[src/rtl/dice_score_keeper.sv]
// Score keeper for the dice game controller: display digits, dice sum, outcome LEDs and tallies.
// Optional consecutive-win streak counter enabled by defining DICE_STREAK_EN.
module dice_score_keeper #(
  parameter int CNT_W       = 8,
  parameter int HOLD_CYCLES = 16
) (
  input  logic             clk,
  input  logic             reset,
  input  logic             roll_i,
  input  logic             result_i,
  input  logic [2:0]       diceout1_i,
  input  logic [2:0]       diceout2_i,
  output logic [6:0]       seg1_o,
  output logic [6:0]       seg2_o,
  output logic [3:0]       sum_out_o,
  output logic [2:0]       throws_o,
  output logic [CNT_W-1:0] win_count_o,
  output logic [CNT_W-1:0] loss_count_o,
  output logic [CNT_W-1:0] games_o,
  output logic             win_led_o,
  output logic             loss_led_o,
  output logic             game_done_o,
  output logic             busy_o,
  output logic             bad_die_o,
`ifdef DICE_STREAK_EN
  output logic [3:0]       streak_o,
`endif
  output logic [1:0]       state_o
);

  localparam int HW = (HOLD_CYCLES > 1) ? $clog2(HOLD_CYCLES) : 1;

  typedef enum logic [1:0] {IDLE = 2'd0, PLAY = 2'd1, SCORE = 2'd2, SHOW = 2'd3} state_t;

  state_t           state_q;
  logic             roll_q, roll_prev_q, result_q;
  logic [2:0]       d1_q, d2_q, d1_prev_q, d2_prev_q;
  logic [6:0]       seg1_q, seg2_q;
  logic [3:0]       sum_q;
  logic             bad_q;
  logic [2:0]       throws_q;
  logic [CNT_W-1:0] win_q, loss_q, games_q;
  logic             win_led_q, loss_led_q, game_done_q, busy_q;
  logic [HW-1:0]    hold_q;
  logic [3:0]       streak_q;
  logic             rise, fall, dice_chg;

  function automatic logic [6:0] seg_of(input logic [2:0] v);
    case (v)
      3'd1:    seg_of = 7'b0000110;
      3'd2:    seg_of = 7'b1011011;
      3'd3:    seg_of = 7'b1001111;
      3'd4:    seg_of = 7'b1100110;
      3'd5:    seg_of = 7'b1101101;
      3'd6:    seg_of = 7'b1111101;
      default: seg_of = 7'b1000000;
    endcase
  endfunction

  assign rise     = roll_q & ~roll_prev_q;
  assign fall     = ~roll_q & roll_prev_q;
  assign dice_chg = {d1_q, d2_q} != {d1_prev_q, d2_prev_q};

  // Input stage plus free-running display path; display follows the dice in every state.
  always_ff @(posedge clk or posedge reset) begin
    if (reset) begin
      roll_q <= 1'b0; roll_prev_q <= 1'b0; result_q <= 1'b0;
      d1_q <= '0; d2_q <= '0; d1_prev_q <= '0; d2_prev_q <= '0;
      seg1_q <= '0; seg2_q <= '0; sum_q <= '0; bad_q <= 1'b0;
    end else begin
      roll_q      <= roll_i;
      roll_prev_q <= roll_q;
      result_q    <= result_i;
      d1_q        <= diceout1_i;
      d2_q        <= diceout2_i;
      d1_prev_q   <= d1_q;
      d2_prev_q   <= d2_q;
      seg1_q      <= seg_of(d1_q);
      seg2_q      <= seg_of(d2_q);
      sum_q       <= {1'b0, d1_q} + {1'b0, d2_q};
      bad_q       <= (d1_q == 3'd0) || (d1_q == 3'd7) || (d2_q == 3'd0) || (d2_q == 3'd7);
    end
  end

  always_ff @(posedge clk or posedge reset) begin
    if (reset) begin
      state_q <= IDLE; throws_q <= '0; win_q <= '0; loss_q <= '0; games_q <= '0;
      win_led_q <= 1'b0; loss_led_q <= 1'b0; game_done_q <= 1'b0; busy_q <= 1'b0;
      hold_q <= '0; streak_q <= '0;
    end else begin
      game_done_q <= 1'b0;
      case (state_q)
        IDLE: begin
          if (rise) begin
            state_q  <= PLAY;
            throws_q <= '0;
            busy_q   <= 1'b1;
          end
        end
        PLAY: begin
          if (dice_chg && throws_q != 3'd7) throws_q <= throws_q + 3'd1;
          if (fall) begin
            state_q     <= SCORE;
            game_done_q <= 1'b1;
          end
        end
        SCORE: begin
          if (games_q != '1) games_q <= games_q + 1'b1;
          if (result_q) begin
            if (win_q != '1) win_q <= win_q + 1'b1;
            if (streak_q != 4'd15) streak_q <= streak_q + 4'd1;
          end else begin
            if (loss_q != '1) loss_q <= loss_q + 1'b1;
            streak_q <= '0;
          end
          win_led_q  <= result_q;
          loss_led_q <= ~result_q;
          hold_q     <= HW'(HOLD_CYCLES - 1);
          state_q    <= SHOW;
          busy_q     <= 1'b0;
        end
        SHOW: begin
          // A new game pre-empts the remaining hold window, including the final cycle.
          if (rise) begin
            win_led_q <= 1'b0; loss_led_q <= 1'b0;
            throws_q  <= '0;
            state_q   <= PLAY;
            busy_q    <= 1'b1;
          end else if (hold_q == '0) begin
            win_led_q <= 1'b0; loss_led_q <= 1'b0;
            state_q   <= IDLE;
          end else begin
            hold_q <= hold_q - 1'b1;
          end
        end
        default: state_q <= IDLE;
      endcase
    end
  end

  assign seg1_o       = seg1_q;
  assign seg2_o       = seg2_q;
  assign sum_out_o    = sum_q;
  assign bad_die_o    = bad_q;
  assign throws_o     = throws_q;
  assign win_count_o  = win_q;
  assign loss_count_o = loss_q;
  assign games_o      = games_q;
  assign win_led_o    = win_led_q;
  assign loss_led_o   = loss_led_q;
  assign game_done_o  = game_done_q;
  assign busy_o       = busy_q;
  assign state_o      = state_q;
`ifdef DICE_STREAK_EN
  assign streak_o     = streak_q;
`else
  logic unused_streak;
  assign unused_streak = ^streak_q;
`endif

endmodule
[config.mk]
export PLATFORM = sky130hd
export DESIGN_NAME = dice_score_keeper
export DESIGN_NICKNAME = d
export VERILOG_FILES = /design/src/rtl/dice_score_keeper.sv
export SDC_FILE = /design/constraint.sdc
export NUM_CORES = 1
export LEC_CHECK = 0
export CORE_MARGIN = 3
export CORE_UTILIZATION = 50
export CTS_CLUSTER_SIZE = 8
export DETAILED_ROUTE_END_ITERATION = 6
export PLACE_DENSITY_LB_ADDON = 0.12
export SYNTH_ARGS = -nofsm -noshare
export SYNTH_HDL_FRONTEND = slang
export SYNTH_SLANG_ARGS = --single-unit
[constraint.sdc]
create_clock -name clk -period 4.75 [get_ports clk]
set_input_delay 1.1875 -clock clk [delete_from_list [all_inputs] [get_ports clk]]
set_output_delay 1.1875 -clock clk [all_outputs]
set_load 0.03 [all_outputs]
==> results of run 1 <==
## cell usage in the layout, fill, tap and decap left out, types with 2 or more instances in the layout
| cell type | n |
|---|---|
| and4_1 | 3 |
| a41oi_1 | 2 |
| xor2_1 | 8 |
| nor2_1 | 15 |
| o21ai_0 | 5 |
| nand2b_1 | 4 |
| o21a_1 | 6 |
| xnor2_2 | 2 |
| a21o_1 | 2 |
| xnor2_1 | 9 |
| a31oi_1 | 3 |
| clkbuf_1 | 2 |
| nor2b_1 | 5 |
| nand2_1 | 26 |
| buf_4 | 2 |
| mux2_2 | 5 |
| nor3_1 | 6 |
| mux2i_1 | 3 |
| mux2_1 | 2 |
| nand4_1 | 6 |
| clkbuf_8 | 10 |
| dfrtp_1 | 69 |
| a21boi_0 | 4 |
| clkdlybuf4s50_1 | 61 |
| inv_1 | 10 |
| ha_1 | 13 |
| and3_1 | 6 |
| a21oi_1 | 7 |
| nand3_1 | 10 |
## cells in the mapped netlist, drive strengths merged, types with 2 or more instances
library cell,number
nand2b,4
o21ai,6
a21boi,4
nor2,16
xor2,9
o21a,6
mux2,8
and3,6
mux2i,3
buf,9
inv,11
a221oi,2
ha,13
and4,3
xnor2,11
nand2,26
dfrtp,69
nor3,6
nor2b,5
nand3,11
a31oi,3
a21oi,7
nand4,6
a21o,2
a41oi,2
## power by group through the flow
stage                     logic [mW]  clock network (mW)  registers, mW
final                          0.921               0.449          0.858
after global placement         0.910                   0          0.862
after CTS                      0.930               0.459          0.857
after global routing            1.00               0.489          0.884
after floorplan                0.420                   0           1.04
after detailed placement       0.925                   0          0.866
## metrics by stage
| step | cells | power (mW) |
|---|---|---|
| floorplan | 261 | 1.46 |
| global placement | 389 | 1.77 |
| detailed placement | 389 | 1.79 |
| CTS | 403 | 2.25 |
| global route | 403 | 2.38 |
| finish | 403 | 2.23 |
## cell families after synthesis
family / after synthesis / share of synthesized area, %
flops: 69 / 55.4
compound gates: 38 / 9.80
fa+ha+maj: 14 / 5.86
simple gates: 88 / 14.5
xor+xnor: 20 / 6.34
buf+inv: 21 / 4.13
mux: 11 / 3.97
## per-layer routing
layer / vias to the layer above / wire length (um) / part of all wire, % / global-route usage (%)
met2: 53 / 2430 / 44 / 23.6
met1: 1046 / 2770 / 50 / 24.6
met4: 0 / 101 / 1.8 / 8.20
met5: - / 0 / 0 / 0
li1: 1027 / - / - / -
met3: 10 / 226 / 4.1 / 3.79
## flip-flops by register name, indices dropped and copies added, names as in the netlist, 2 cells and up
signal	flops
seg2_o	6
seg1_o	6
d1_prev_q	3
win_count_o	8
loss_count_o	8
games_o	8
throws_o	3
d2_prev_q	3
d1_q	3
d2_q	3
state_o	2
sum_out_o	4
hold_q	4
## area by class of cell
class / instances / area share [%]
multi-input cells: 171 / 32.1
flip-flops and latches: 69 / 43.9
inverters: 11 / 1.05
repair buffers: 63 / 15.9
clock buffers: 12 / 3.69
clock inverters: 2 / 0.892
well taps: 75 / 2.39
## worst max path at each step
stage / to / slack, ps
finish: loss_count_o[3] / 2060
global route: loss_count_o[3] / 2000
CTS: loss_count_o[3] / 2060
detailed placement: d2_q[2] / 2420
global placement: roll_q / 2420
floorplan: bad_die_o / 1820
==> impl_metrics.toml, run 1 <==
[critical_path]
cp_max_fo = 8
slowest_delay_ps = 710
crit_required_ps = 3560
startpoint_type = "flop"
crit_start = "loss_count_o[3]"
crit_family = "buffers and inverters"
endpoint_kind = "output pin"
cp_slowest_cell = "clkdlybuf4s50_1"
cp.depth = 1
r2r_start = "state_o[0]"
cp_data_arrival_time_ps = 1500
path_cells = "clkdlybuf4s50_1"
crit_type = "reg -> out"
r2r_slack_ps = 2530
worst_r2r_path_depth = 6
crit_buf_inv = 1
regToRegEndpoint = "loss_count_o[6]"

[synth]
synth.top_cell.area_share_pct = 55.4
synth_cell_types = 48
syn-instance-count = 261
yosysSeqAreaShare_pct = 55.4
netlist_area_mm2 = 0.00312
synth-seq-cells = 69
synth-async-reset-ratio_pct = 100
yosys_most_used_dff = "dfrtp_1"
yosys_warnings = 0
synth_edf_count = 0
avgSynthCellArea_um2 = 11.9
synth_area_leader_cell = "dfrtp_1"
synth_area_leaders = "dfrtp_1 55%, ha_1 5.2%, nand2_1 3.1%"
syn_nets = 285

[flow_run]
maxCapViolCount = 0

[min_path]
hp-class = "reg -> reg"
min_path_cells = 0
worstHoldStart = "roll_q"
min_to = "roll_prev_q"

[sta]
hold_ws_ps = 449
clock_skew_ps = 7.79
fin_crit_ps = 2690
layout_setup_ws_ps = 2060
hold_viol = 0
tightest_slew_ps = 542
slew_violations = 0
rsz0062_at_grt = "false"
finalSetupViolations = 0
max_slew_margin_pct = 63.9
fmax_ghz = 0.372
tns_ps = 0
fin_crit_sh_pct = 56.6

[floorplanning]
io_pins = 62
start_util_pct = 52.0
fp.dieH_um = 85.0
coreArea_mm2 = 0.00599
fp-row-count = 28
die_area_mm2 = 0.00722
die_x_um = 85.0

[place]
placed_cell_area_mm2 = 0.00375
pre_cts_ws_ps = 2420
hpwl_mm = 3.98
portBuffers = 61
gp_congestion = 0.722

[clock_tree]
holdBufCountCts = 0
cts_setup_buffers = 0
clk_pin_slew_ps = 60
cts_tree = "built"
clk_path_buf_depth = 2
cts_resized = 0
clk_latency_ps = 340
cts_root_buffer = "clkbuf_8"
clock_sinks = 69
numCtsBuffers = 9
cts_max_level = 3

[routing]
wire_per_inst_um = 13.7
drt_iter0_drc = 104
num_vias = 2136
avgViaCountPerCell = 5.30
antenna_left = 0
routed_wirelength_mm = 5.53
dr.pass1.iters = 4
drc = 0

[power_and_ir_drop]
power.switching_mw = 0.853
p_comb_share_pct = 41.3
power.density_mw_per_mm2 = 567
leakage_nw = 1.72
internal_power_mw = 1.37
seqPwrFrac_pct = 38.5
switching_share_pct = 38.3
peakVddDrop_mv = 0.421
p_clk_share_pct = 20.2

[finish]
area_growth_pct = 26.1
antennaDiodeCount = 0
nFillCells = 458
postLayoutCellArea_mm2 = 0.00393
layout.area.seq_mm2 = 0.00173
multi_input_area_mm2 = 0.00126
final_nets = 349
layout-drive-gt1-share_pct = 9.76
post-route-util_pct = 65.6

[grt]
track_usage_pct = 16.8
grt_pass1_vias = 1986
antenna_found_initial = 0
grt_start_max_net_pins = 27
grt-ovfl-total = 0
grt_pass1_wl_mm = 9.50

[status]
outcome = "complete, no violations"
(Power assumes the default switching activity.)
==> run 2, diff against run 1 <==
--- a/config.mk
+++ b/config.mk
@@ -6,7 +6,7 @@
 export NUM_CORES = 1
 export LEC_CHECK = 0
 export CORE_MARGIN = 3
-export CORE_UTILIZATION = 50
+export CORE_UTILIZATION = 46
 export CTS_CLUSTER_SIZE = 8
 export DETAILED_ROUTE_END_ITERATION = 6
 export PLACE_DENSITY_LB_ADDON = 0.12
==> constraint.sdc (replaced) <==
create_clock -name clk -period 2.4 [get_ports clk]
set_input_delay 0.6 -clock clk [delete_from_list [all_inputs] [get_ports clk]]
set_output_delay 0.6 -clock clk [all_outputs]
set_load 0.03 [all_outputs]
==> impl_metrics.toml, run 2 (synthesis results as in run 1) <==
[sta]
slew_violations = 0
tns_ps = 0
clock_skew_ps = 12.3
max_slew_margin_pct = 71.0
rsz0062_at_grt = "false"
hold_viol = 0
fin_crit_sh_pct = 88.8
fin_crit_ps = 2130
fmax_ghz = 0.469
finalSetupViolations = 0
tightest_slew_ps = 435

[clock_tree]
clk_latency_ps = 340
holdBufCountCts = 0
numCtsBuffers = 9
cts_max_level = 3
cts_resized = 0
clock_sinks = 69
cts_setup_buffers = 0
cts_tree = "built"
clk_path_buf_depth = 2
cts_root_buffer = "clkbuf_8"
clk_pin_slew_ps = 70

[critical_path]
crit_family = "buffers and inverters"
cp_max_fo = 8
worst_r2r_path_depth = 6
crit_required_ps = 1800
cp.depth = 1
cp_data_arrival_time_ps = 1530
startpoint_type = "flop"
crit_type = "reg -> out"
slowest_delay_ps = 720
path_cells = "clkdlybuf4s50_1"
cp_slowest_cell = "clkdlybuf4s50_1"
endpoint_kind = "output pin"
crit_buf_inv = 1

[finish]
antennaDiodeCount = 0
layout_commonest_cell = "dfrtp_1"
most-common-layout-cells = "69 x dfrtp_1, 61 x clkdlybuf4s50_1, 26 x nand2_1"
layout-drive-gt1-share_pct = 10.3
area_growth_pct = 28.0
post-route-util_pct = 61.8
final_nets = 349

[status]
outcome = "complete, no violations"

[flow_run]
maxCapViolCount = 0

[floorplanning]
die_x_um = 88.3
io_pins = 62
fp-row-count = 29
coreArea_mm2 = 0.00646
fp.dieH_um = 88.3
die_area_mm2 = 0.00780
start_util_pct = 48.3

[min_path]
hp-class = "reg -> reg"
min_path_cells = 0

[power_and_ir_drop]
peakVddDrop_mv = 0.643
power.switching_mw = 1.71
seqPwrFrac_pct = 37.1
leakage_nw = 1.74
switching_share_pct = 37.3
power.density_mw_per_mm2 = 1150
p_comb_share_pct = 39.7
p_clk_share_pct = 23.2
internal_power_mw = 2.87

[routing]
num_vias = 2087
routed_wirelength_mm = 5.78
antenna_left = 0
drc = 0
wire_per_inst_um = 14.2
avgViaCountPerCell = 5.13
drt_iter0_drc = 92
dr.pass1.iters = 4

[grt]
grt_pass1_wl_mm = 9.77
grt_start_max_net_pins = 52
track_usage_pct = 16.5
grt-ovfl-total = 0
antenna_found_initial = 0
grt_pass1_vias = 2009

[place]
hpwl_mm = 4.14
portBuffers = 61
gp_congestion = 0.815
==> run 2: path summary, 6_finish.rpt <==
path                            startpoint         endpoint  slack (ps)
setup / recovery           loss_count_o[3]  loss_count_o[3]         270
hold reg to reg                     roll_q      roll_prev_q         460
hold / removal                      roll_q      roll_prev_q         460
max in group asynchronous            reset        hold_q[2]        1220
setup reg to reg                state_o[0]  loss_count_o[5]         530
min in group asynchronous            reset        seg2_o[4]         570
==> run 2: per-stage QoR <==
| step | cell area (um2) | cells | hold slack [ps] | total power [mW] | setup slack (ps) |
|---|---|---|---|---|---|
| global route | 3990 | 407 | 470 | 4.89 | 221 |
| CTS | 3990 | 407 | 460 | 4.63 | 265 |
| detailed placement | 3760 | 391 | 441 | 3.55 | 527 |
| finish | 3990 | 407 | 460 | 4.59 | 268 |
| floorplan | 3120 | 261 | 378 | 2.89 | 60.1 |
| global placement | 3760 | 391 | 432 | 3.52 | 588 |
==> run 2: worst reg2reg max path, stage by stage (launching register included) <==
cell     delay [ps]
dfrtp_1         430
inv_1           110
ha_1            270
nor2b_1         360
and4_1          330
nand4_1         130
xnor2_1         140
==> run 2: layout make-up <==
cell class	count	area [um2]
sequential	69	1730
clock buffer	13	159
tap	77	96.3
multi-input combinational	171	1260
timing repair buffer	63	638
fill	538	2470
inverter	11	41.3
clock inverter	3	67.6
==> run 2: metal layers <==
layer	global-route usage [%]	vias to the layer above	routed length (um)
met5	0	-	0
met4	7.01	0	102
met3	4.93	9	231
met2	23.0	39	2500
met1	23.8	1002	2950
li1	-	1037	-
==> run 2: power groups by stage <==
stage / clock network (mW) / logic [mW] / registers (mW)
CTS: 1.09 / 1.84 / 1.70
detailed placement: 0 / 1.83 / 1.72
floorplan: 0 / 0.831 / 2.06
finish: 1.07 / 1.82 / 1.70
global route: 1.15 / 1.99 / 1.75
global placement: 0 / 1.81 / 1.71
